==> src/rtl/layer3_pkg.sv <==
// Shared widths, saturation limits and accumulator states for the Layer3 MAC consumer.
// Latency: n/a (declarations only).
// Backpressure: n/a.
package layer3_pkg;

  localparam int LAYER3_PROD_W = 32;
  localparam int LAYER3_ACC_W  = 40;
  localparam int LAYER3_OUT_W  = 16;
  localparam int LAYER3_BIAS_W = 32;
  localparam int SAT_MAX       = 32767;
  localparam int SAT_MIN       = -32768;

  typedef enum logic [1:0] {
    ST_EMPTY,
    ST_ACCUM,
    ST_FINAL
  } acc_state_e;

endpackage

==> src/rtl/layer3_mac_accum_if.sv <==
// Product-beat input and result output handshakes of the Layer3 MAC accumulator.
// Latency: n/a (wires only).
// Backpressure: in_ready / out_ready follow valid/ready semantics.
interface layer3_mac_accum_if
  import layer3_pkg::*;
#(
  parameter int N_LANES = 4,
  parameter int PROD_W  = LAYER3_PROD_W
);

  logic                             in_valid;
  logic                             in_ready;
  logic [N_LANES*PROD_W-1:0]        in_prod;
  logic                             in_last;
  logic signed [LAYER3_BIAS_W-1:0]  in_bias;
  logic                             out_valid;
  logic                             out_ready;
  logic signed [LAYER3_OUT_W-1:0]   out_data;
  logic                             out_sat;

  // Producer/consumer side (multiplier array and output buffer).
  modport master (
    output in_valid, in_prod, in_last, in_bias, out_ready,
    input  in_ready, out_valid, out_data, out_sat
  );

  // The accumulator itself.
  modport slave (
    input  in_valid, in_prod, in_last, in_bias, out_ready,
    output in_ready, out_valid, out_data, out_sat
  );

endinterface

==> src/rtl/layer3_mac_add_tree.sv <==
// Registered binary adder tree: sums N_LANES signed products, one register level per tree level.
// Latency: log2(N_LANES) cycles; valid/last/bias sideband delayed to match.
// Backpressure: every register holds while en_i is low.
module layer3_mac_add_tree
  import layer3_pkg::*;
#(
  parameter int N_LANES = 4,
  parameter int PROD_W  = LAYER3_PROD_W,
  localparam int LEVELS = $clog2(N_LANES),
  localparam int SUM_W  = PROD_W + LEVELS
) (
  input  logic                            clk,
  input  logic                            rst,
  input  logic                            en_i,
  input  logic                            vld_i,
  input  logic                            last_i,
  input  logic signed [LAYER3_BIAS_W-1:0] bias_i,
  input  logic [N_LANES*PROD_W-1:0]       prod_i,
  output logic                            vld_o,
  output logic                            last_o,
  output logic signed [LAYER3_BIAS_W-1:0] bias_o,
  output logic signed [SUM_W-1:0]         sum_o
);

  localparam int HALF = N_LANES / 2;

  // Every level uses the final width; sign extension keeps the partial sums exact.
  logic signed [SUM_W-1:0]         node_q [LEVELS][HALF];
  logic [LEVELS-1:0]               vld_q;
  logic [LEVELS-1:0]               last_q;
  logic signed [LAYER3_BIAS_W-1:0] bias_q [LEVELS];

  // Valid pipeline: the only tree state that needs clearing, so in-flight beats vanish on reset.
  always_ff @(posedge clk) begin
    if (rst) begin
      vld_q <= '0;
    end else if (en_i) begin
      vld_q[0] <= vld_i;
      for (int k = 1; k < LEVELS; k++) vld_q[k] <= vld_q[k-1];
    end
  end

  // Pairwise sums per level plus the delay-matched last/bias sideband.
  always_ff @(posedge clk) begin
    if (en_i) begin
      for (int i = 0; i < HALF; i++) begin
        node_q[0][i] <= SUM_W'($signed(prod_i[2*i*PROD_W +: PROD_W]))
                      + SUM_W'($signed(prod_i[(2*i+1)*PROD_W +: PROD_W]));
      end
      for (int k = 1; k < LEVELS; k++) begin
        for (int i = 0; i < (N_LANES >> (k+1)); i++) begin
          node_q[k][i] <= node_q[k-1][2*i] + node_q[k-1][2*i+1];
        end
      end
      last_q[0] <= last_i;
      bias_q[0] <= bias_i;
      for (int k = 1; k < LEVELS; k++) begin
        last_q[k] <= last_q[k-1];
        bias_q[k] <= bias_q[k-1];
      end
    end
  end

  assign vld_o  = vld_q[LEVELS-1];
  assign last_o = last_q[LEVELS-1];
  assign bias_o = bias_q[LEVELS-1];
  assign sum_o  = node_q[LEVELS-1][0];

endmodule

==> src/rtl/layer3_mac_accum.sv <==
// Layer3 MAC consumer: adder tree, beat accumulator, bias/round/shift/saturate/ReLU finalize.
// Latency: log2(N_LANES)+2 cycles from accepted last beat to out_valid (4 for N_LANES=4).
// Backpressure: whole pipeline freezes while out_valid && !out_ready; in_ready mirrors that.
module layer3_mac_accum
  import layer3_pkg::*;
#(
  parameter int N_LANES   = 4,
  parameter int PROD_W    = LAYER3_PROD_W,
  parameter int ACC_W     = LAYER3_ACC_W,
  parameter int OUT_SHIFT = 8,
  parameter int RELU_EN   = 1
) (
  input  logic ap_clk,
  input  logic ap_rst,
  layer3_mac_accum_if.slave io
);

  localparam int LEVELS = $clog2(N_LANES);
  localparam int SUM_W  = PROD_W + LEVELS;
  // Two guard bits so bias and rounding never wrap before the shift.
  localparam int FIN_W  = ACC_W + 2;
  localparam logic signed [FIN_W-1:0] ROUND_K =
    (OUT_SHIFT > 0) ? (FIN_W'(1) << ((OUT_SHIFT > 0) ? OUT_SHIFT - 1 : 0)) : '0;

  logic                            en;
  logic                            ready_ok_q;
  logic                            t_vld;
  logic                            t_last;
  logic signed [LAYER3_BIAS_W-1:0] t_bias;
  logic signed [SUM_W-1:0]         t_sum;

  acc_state_e                      state_q, state_d;
  logic signed [ACC_W-1:0]         acc_q, acc_d;
  logic signed [LAYER3_BIAS_W-1:0] bias_q, bias_d;
  logic                            fin;

  logic signed [FIN_W-1:0]         fin_sum;
  logic signed [FIN_W-1:0]         fin_shr;
  logic signed [LAYER3_OUT_W-1:0]  fin_dat;
  logic                            fin_sat;

  logic                            out_valid_q;
  logic signed [LAYER3_OUT_W-1:0]  out_data_q;
  logic                            out_sat_q;

  assign en          = !(out_valid_q && !io.out_ready);
  assign io.in_ready = en && ready_ok_q;

  layer3_mac_add_tree #(
    .N_LANES (N_LANES),
    .PROD_W  (PROD_W)
  ) u_tree (
    .clk    (ap_clk),
    .rst    (ap_rst),
    .en_i   (en),
    .vld_i  (io.in_valid && io.in_ready),
    .last_i (io.in_last),
    .bias_i (io.in_bias),
    .prod_i (io.in_prod),
    .vld_o  (t_vld),
    .last_o (t_last),
    .bias_o (t_bias),
    .sum_o  (t_sum)
  );

  // Hold in_ready low through reset and release it one cycle later.
  always_ff @(posedge ap_clk) begin
    if (ap_rst) ready_ok_q <= 1'b0;
    else        ready_ok_q <= 1'b1;
  end

  // Accumulator FSM: FINAL doubles as EMPTY so a new dot product can start with no bubble.
  always_comb begin
    state_d = state_q;
    acc_d   = acc_q;
    bias_d  = bias_q;
    fin     = (state_q == ST_FINAL);
    if (en) begin
      if (t_vld) begin
        if (state_q == ST_ACCUM) acc_d = acc_q + ACC_W'(t_sum);
        else                     acc_d = ACC_W'(t_sum);
        state_d = t_last ? ST_FINAL : ST_ACCUM;
        if (t_last) bias_d = t_bias;
      end else if (state_q == ST_FINAL) begin
        state_d = ST_EMPTY;
      end
    end
  end

  // Accumulator state registers.
  always_ff @(posedge ap_clk) begin
    if (ap_rst) begin
      state_q <= ST_EMPTY;
      acc_q   <= '0;
      bias_q  <= '0;
    end else begin
      state_q <= state_d;
      acc_q   <= acc_d;
      bias_q  <= bias_d;
    end
  end

  // Finalize: bias, round half up, arithmetic shift, saturate, then ReLU overrides.
  always_comb begin
    fin_sum = FIN_W'(acc_q) + FIN_W'(bias_q) + ROUND_K;
    fin_shr = fin_sum >>> OUT_SHIFT;
    fin_dat = fin_shr[LAYER3_OUT_W-1:0];
    fin_sat = 1'b0;
    if (fin_shr > FIN_W'(SAT_MAX)) begin
      fin_dat = LAYER3_OUT_W'(SAT_MAX);
      fin_sat = 1'b1;
    end else if (fin_shr < FIN_W'(SAT_MIN)) begin
      fin_dat = LAYER3_OUT_W'(SAT_MIN);
      fin_sat = 1'b1;
    end
    if (RELU_EN != 0 && fin_shr < 0) begin
      fin_dat = '0;
      fin_sat = 1'b0;
    end
  end

  // Output register: en low means a result is held, so it only ever changes when en is high.
  always_ff @(posedge ap_clk) begin
    if (ap_rst) begin
      out_valid_q <= 1'b0;
      out_data_q  <= '0;
      out_sat_q   <= 1'b0;
    end else if (en) begin
      out_valid_q <= fin;
      if (fin) begin
        out_data_q <= fin_dat;
        out_sat_q  <= fin_sat;
      end
    end
  end

  assign io.out_valid = out_valid_q;
  assign io.out_data  = out_data_q;
  assign io.out_sat   = out_sat_q;

endmodule
==> src/flat_wrapper.sv <==
// flat-port wrapper written by rule: the top's interface ports become plain ports
module layer3_mac_accum_flat import layer3_pkg::*;
#(
  parameter int N_LANES   = 4,
  parameter int PROD_W    = LAYER3_PROD_W,
  parameter int ACC_W     = LAYER3_ACC_W,
  parameter int OUT_SHIFT = 8,
  parameter int RELU_EN   = 1
)
  (ap_clk, ap_rst, io_in_valid, io_in_prod, io_in_last, io_in_bias, io_out_ready, io_in_ready, io_out_valid, io_out_data, io_out_sat);
  layer3_mac_accum_if #(.N_LANES(N_LANES), .PROD_W(PROD_W)) io_i ();
  input  logic ap_clk;
  input  logic ap_rst;
  input wire logic [$bits(io_i.in_valid)-1:0] io_in_valid;
  input wire logic [$bits(io_i.in_prod)-1:0] io_in_prod;
  input wire logic [$bits(io_i.in_last)-1:0] io_in_last;
  input wire logic [$bits(io_i.in_bias)-1:0] io_in_bias;
  input wire logic [$bits(io_i.out_ready)-1:0] io_out_ready;
  output wire logic [$bits(io_i.in_ready)-1:0] io_in_ready;
  output wire logic [$bits(io_i.out_valid)-1:0] io_out_valid;
  output wire logic [$bits(io_i.out_data)-1:0] io_out_data;
  output wire logic [$bits(io_i.out_sat)-1:0] io_out_sat;
  assign io_i.in_valid = io_in_valid;
  assign io_i.in_prod = io_in_prod;
  assign io_i.in_last = io_in_last;
  assign io_i.in_bias = io_in_bias;
  assign io_i.out_ready = io_out_ready;
  assign io_in_ready = io_i.in_ready;
  assign io_out_valid = io_i.out_valid;
  assign io_out_data = io_i.out_data;
  assign io_out_sat = io_i.out_sat;
  layer3_mac_accum #(.N_LANES(N_LANES), .PROD_W(PROD_W), .ACC_W(ACC_W), .OUT_SHIFT(OUT_SHIFT), .RELU_EN(RELU_EN)) u_core (.ap_clk(ap_clk), .ap_rst(ap_rst), .io(io_i));
endmodule
==> config.mk <==
export PLATFORM = sky130hd
export DESIGN_NAME = layer3_mac_accum_flat
export DESIGN_NICKNAME = d
export VERILOG_FILES = /design/src/rtl/layer3_pkg.sv /design/src/rtl/layer3_mac_accum_if.sv /design/src/rtl/layer3_mac_add_tree.sv /design/src/rtl/layer3_mac_accum.sv /design/src/flat_wrapper.sv
export SDC_FILE = /design/constraint.sdc
export NUM_CORES = 1
export LEC_CHECK = 0
export CORE_MARGIN = 1
export CORE_UTILIZATION = 24
export CTS_CLUSTER_DIAMETER = 200
export CTS_CLUSTER_SIZE = 40
export DETAILED_ROUTE_END_ITERATION = 8
export PLACE_DENSITY = 0.45
export SLEW_MARGIN = 20
export SYNTH_ARGS = -nofsm -noshare
export SYNTH_HDL_FRONTEND = slang
export SYNTH_SLANG_ARGS = --single-unit
==> constraint.sdc <==
create_clock -name ap_clk -period 8 [get_ports ap_clk]
set_clock_uncertainty 0.15 [all_clocks]
set_input_delay 0.8 -clock ap_clk [delete_from_list [all_inputs] [get_ports ap_clk]]
set_output_delay 0.8 -clock ap_clk [all_outputs]
set_load 0.005 [all_outputs]
# ---- Word-level counts from Yosys, hierarchy flattened
# Memories as Yosys holds them, arrays and structs flattened. A register that Yosys moved wholly into a read port is not among the register bits.
# Index checks and enable logic that the tools add are counted.
dict set report classes {
  add_sub_neg 6
  n_lt_le_gt_ge 3
  eq_ne 2
  n_mux 12
  bitwise 1
  reduce_logical 10
}
# cell n
set ops {}
lappend ops {{$add A32 B32 Y33} 2}
lappend ops {{$mux W16} 3}
lappend ops {{$add A41 B9 Y42 const B} 1}
lappend ops {{$add A40 B32 Y41} 1}
lappend ops {{$add A40 B34 Y40} 1}
lappend ops {{$mux W40} 1}
lappend ops {{$add A34 B34 Y34} 1}
lappend ops {{$gt A34 B16 Y1 const B} 1}
lappend ops {{$lt A34 B1 Y1 const B} 1}
lappend ops {{$lt A34 B16 Y1 const B} 1}
lappend ops {{$mux W2} 3}
lappend ops {{$reduce_and A2 Y1} 3}
lappend ops {{$mux W1} 5}
lappend ops {{$logic_and A1 B1 Y1} 3}
lappend ops {{$reduce_and A3 Y1} 1}
lappend ops {{$eq A2 B1 Y1 const B} 1}
lappend ops {{$eq A2 B2 Y1 const B} 1}
lappend ops {{$logic_not A1 Y1} 2}
lappend ops {{$reduce_bool A2 Y1} 1}
lappend ops {{$not A1 Y1} 1}
dict set report totals {
  reg_bits 65
  ramBits 200
  in_bits 165
  output_inout_bits 19
  elab_cells 44
  memories 2
}
# memory words word_bits rd rd_ports_with_merged_regs write_ports line_no
set mem_list {}
lappend mem_list {u_core.u_tree.node_q 2 68 2 0 2 layer3_mac_add_tree.sv:28} ;# logic signed [SUM_W-1:0] node_q [LEVELS][HALF];
lappend mem_list {u_core.u_tree.bias_q 2 32 2 1 2 layer3_mac_add_tree.sv:31} ;# logic signed [LAYER3_BIAS_W-1:0] bias_q [LEVELS];

# ---- Depth between registers and ports, before layout
dict set report depth {
  depth_word 6
  ltp_mapped 16
}

# ---- Cells and area by module
# From an unflattened synthesis, not the netlist that was laid out.
dict set report hier_totals {
  cells_unflattened 2027
  hier_area_um2 19014.5
}
# module instances cells_per_inst area_each_um2 seq_area_each_um2
set modules_own_cells {}
lappend modules_own_cells {layer3_mac_add_tree 1 947 10712.8 5024.8}
lappend modules_own_cells {layer3_mac_accum 1 1080 8301.7 1861.8}

# ---- Worst setup path after synthesis
# OpenSTA, ideal clock, no wires.
dict set report synth_path {
  path_type {in2reg}
  start {input port io_out_ready}
  end {register u_core.out_data_q[5] (netlist: u_core.io.out_data[5])}
  setup_ns 0.155
  t_arrival_ns 6.209
  slack_ns 1.486
  cell_stages 6
  path_buffers 1
  path_cell_list {nor2b_1 > clkinv_1 > nand2b_1 > a311o_1 > clkbuf_1 > a221oi_1}
}
dict set report synth_between {
  elab_chain_len 4
}
# element line_no
set synth_rtl {}
lappend synth_rtl {{from (decl)} flat_wrapper.sv:18} ;# input wire logic [$bits(io_i.out_ready)-1:0] io_out_ready;
lappend synth_rtl {{$logic_not A1 Y1} layer3_mac_accum.sv:46} ;# assign en = !(out_valid_q && !io.out_ready);
lappend synth_rtl {{$logic_and A1 B1 Y1} layer3_mac_accum.sv:46}
lappend synth_rtl {{$not A1 Y1 (no source line)} --}
lappend synth_rtl {{$reduce_and A2 Y1 (no source line)} --}
lappend synth_rtl {{to (signal assigned)} layer3_mac_accum.sv:131} ;# out_data_q <= fin_dat;
lappend synth_rtl {{to (decl)} layer3_mac_accum.sv:43} ;# logic signed [LAYER3_OUT_W-1:0] out_data_q;
# No other way between the ends.
# A chain may end at the register's enable or synchronous reset.

==> metrics <==
min Tclk post-route=4.703 ns; Hold Path Class=flop to flop; Synth Area per Inst=roughly 9.5 sq um; post-cts sizing count=0; # fillers=between 7,000 and 8,000; first-pass GRT wire length=74,310 microns; endpoints failing setup=0; mean routed wirelength per cell=around 16 microns; gr ovfl total=0; final WL=46,830 microns; Detailed Place HPWL=approximately 37,000 microns; CTS max path bufs=3; Final Max Tran Viols=0; # port buffers=roughly 180; Most Frequent Cell on Critical Path=o21ai_0; VDD IR max=0.1218 mV; Rows=99; Setup Buffers After CTS=0; DR pass1 iterations=7; Int Pwr=2.611 mW; core area=0.07308 sq mm; critical path fanouts, max=4; Die ar.=0.07502 sq mm; Final #Nets=2,390; initial core utilization=24.28%; CP max stage cell=a31oi_1; CP Class=input port to flop; Clock Tree Root=clkbuf_16; Syn Nets=2,243; H-tree depth=1; net switching fraction of the power=34.42%; CP cell instances=clkdlybuf4s50_1, ha_1, inv_1, fa_1, nor2b_1, o21ai_0, a21boi_0, o21ai_0, a21boi_0, o21ai_0, a31oi_1, a211oi_1, a211o_1, o21ai_0, o2bb2ai_1; top_reg_cell synth=edfxtp_1; number of flops mapped to enable cells by yosys=approximately 170; switching pwr=1.370 mW; synth warn=0; Total GRT Usage=12.21%; P per Cell Area=190.2 mW/mm^2; first-iteration detailed-routing DRC count=roughly 770; CP required=8.13 ns; outcome=complete, but fails checks; clk sinks=261; Cells after Synth=about 1,900; power share of the combinational group=36.7%; antenna violations before repair=2; FMAX=0.2126 GHz; fraction of registers with async set/reset=0%; Hold Fails Final Rpt=0; period utilization=58.79%; Worst-path clk slew=0.15 ns; arrival time at the worst endpoint=4.84 ns; vias per cell=4.718; IO Count=184; total negative slack=0 ns; GP Congestion=approximately 0.8; Setup crit end kind=flop; Slew headroom=30.65%; Die W=between 200 and 300 microns; maxcap violations=0; chip height=~270 microns; area grow syn2layout=17.99%; Cell Area, Synth=0.01774 sq mm; RSZ-0062 raised after global routing=false; Seq pwr share=around 46%; CTS hold repair buffers=0; vias in the first global route=14,175; pin count of the biggest net entering global routing=80; Clock Latency Late Sink=0.54 ns; post-synthesis sequential area ratio=38.82%; total power=3.981 mW; P_leak=8.718 nW; #FFs+latches synth=261; # DRC=32; CP max stage delay=approximately 0.50 ns; final core utilization=28.64%; Num CTS Buffers=10; DR vias=14,028; DRT antenna net count=0; share of cells above drive strength 1=under 10%; Startpoint Class=input port; clock power share=between 15 and 20%; CTS tree=done; worst slew pin tran=1.040 ns; failing checks=DRC; Yosys cell types=86
[layout by cell type, fill, tap and decap left out, drive strengths merged, types with 9 or more instances in the layout]
| cell | n |
|---|---|
| nor3 | 39 |
| xnor2 | 77 |
| dfxtp | 95 |
| a311oi | 20 |
| a221oi | 19 |
| a21o | 87 |
| nor2 | 129 |
| a21oi | 183 |
| a211oi | 26 |
| nand2b | 20 |
| nand3 | 29 |
| a31oi | 20 |
| o31ai | 9 |
| o21a | 31 |
| nand2 | 209 |
| buf | 11 |
| clkdlybuf4s50 | 182 |
| inv | 67 |
| o21ai | 91 |
| nor2b | 20 |
| clkbuf | 13 |
| nand4 | 18 |
| edfxtp | 166 |
| o21bai | 16 |
| and3 | 17 |
| ha | 214 |
| o211ai | 12 |
| xor2 | 45 |
| nor4 | 9 |
| a21boi | 10 |
| and2 | 15 |
| or3 | 17 |
[final timing paths]
| path | start | to | slack (ns) | cells after the start |
|---|---|---|---|---|
| min | u_core.u_tree.bias_q[0][3] | u_core.u_tree.bias_q[1][3] | 0.28 | 0 |
| max reg2reg | u_core.acc_q[17] | u_core.io.out_data[3] | 3.32 | 14 |
| max | io_in_prod[0] | u_core.u_tree.node_q[0][67] | 3.30 | 15 |
| min reg2reg | u_core.u_tree.bias_q[0][3] | u_core.u_tree.bias_q[1][3] | 0.28 | 0 |
[synth_stat cells, drive strengths merged, types with 26 or more instances]
master,n,share of area (%)
nor3,39,1.1
a21o,87,3.7
xor2,45,2.2
ha,214,15
xnor2,77,3.8
nand3,29,0.82
nand2,209,4.4
nor2,129,2.7
o21a,31,1.3
o21ai,91,2.6
edfxtp,166,28
inv,66,1.4
clkbuf,47,0.99
a211oi,26,1.1
a21oi,183,5.2
dfxtp,95,11
[worst max-delay path: cells and delay by family]
| family | cells | cell delay [ns] |
|---|---|---|
| compound gates | 10 | 2.82 |
| fa+ha+maj | 2 | 0.55 |
| buf+inv | 2 | 0.51 |
| simple gates | 1 | 0.13 |
[flip-flops by register name, summed over array words and instances (netlist names)]
signal                count
u_core.io.out_valid       1
u_core.bias_q            32
u_core.io.out_data       16
u_core.io.out_sat         1
u_core.state_q            2
u_core.u_tree.vld_q       2
u_core.u_tree.last_q      2
u_core.u_tree.node_q    100
u_core.u_tree.bias_q     64
u_core.acc_q             40
u_core.ready_ok_q         1
[power by group through the flow]
stage	Combinational (mW)	Clock (mW)	Sequential (mW)
finish	1.46	0.706	1.82
global route	1.65	0.780	1.84
CTS	1.47	0.754	1.82
detailed placement	1.46	0	1.85
global placement	1.44	0	1.85
floorplan	1.12	0	1.78
[through the flow]
| stage | cells | setup WS [ns] | hold WS [ns] | cell area [sq um] |
|---|---|---|---|---|
| finish | 2973 | 3.297 | 0.2841 | 20930 |
| global route | 2972 | 2.940 | 0.2899 | 20930 |
| CTS | 2970 | 3.234 | 0.2843 | 20930 |
| detailed placement | 2954 | 2.693 | 0.2545 | 20610 |
| global placement | 2953 | 2.712 | 0.2580 | 20610 |
| floorplan | 1860 | 1.486 | 0.2503 | 17740 |
[cell type report]
type                       instances  area, sq um  area share (%)
sequential                       261         6887           32.90
timing repair buffer             193         1902           9.085
clock inverter                     3        28.78          0.1375
antenna                            3        7.507         0.03586
multi-input combinational       1474        10370           49.54
clock buffer                      13        282.8           1.351
inverter                          67        256.5           1.225
tap                              959         1200           5.732
[kinds of logic after synthesis]
kind of cell | Yosys count | share of synthesized area [%]
AOI/OAI and AO/OA | 583 | 22.21
xor gates and xnor gates | 122 | 6.023
adders and majority gates | 218 | 15.54
buffers and inverters | 125 | 2.764
DFF | 261 | 38.82
muxes | 4 | 0.2398
and+or+nand+nor | 547 | 14.41
[per-layer routing]
metal,wire (microns),vias to the layer above,track usage (%)
li1,-,7229,-
met1,22540,6575,16.05
met2,22440,194,21.44
met3,1133,30,0.9808
met4,712,0,3.099
met5,0,-,0
No activity file was read; power rests on OpenSTA's default activity.
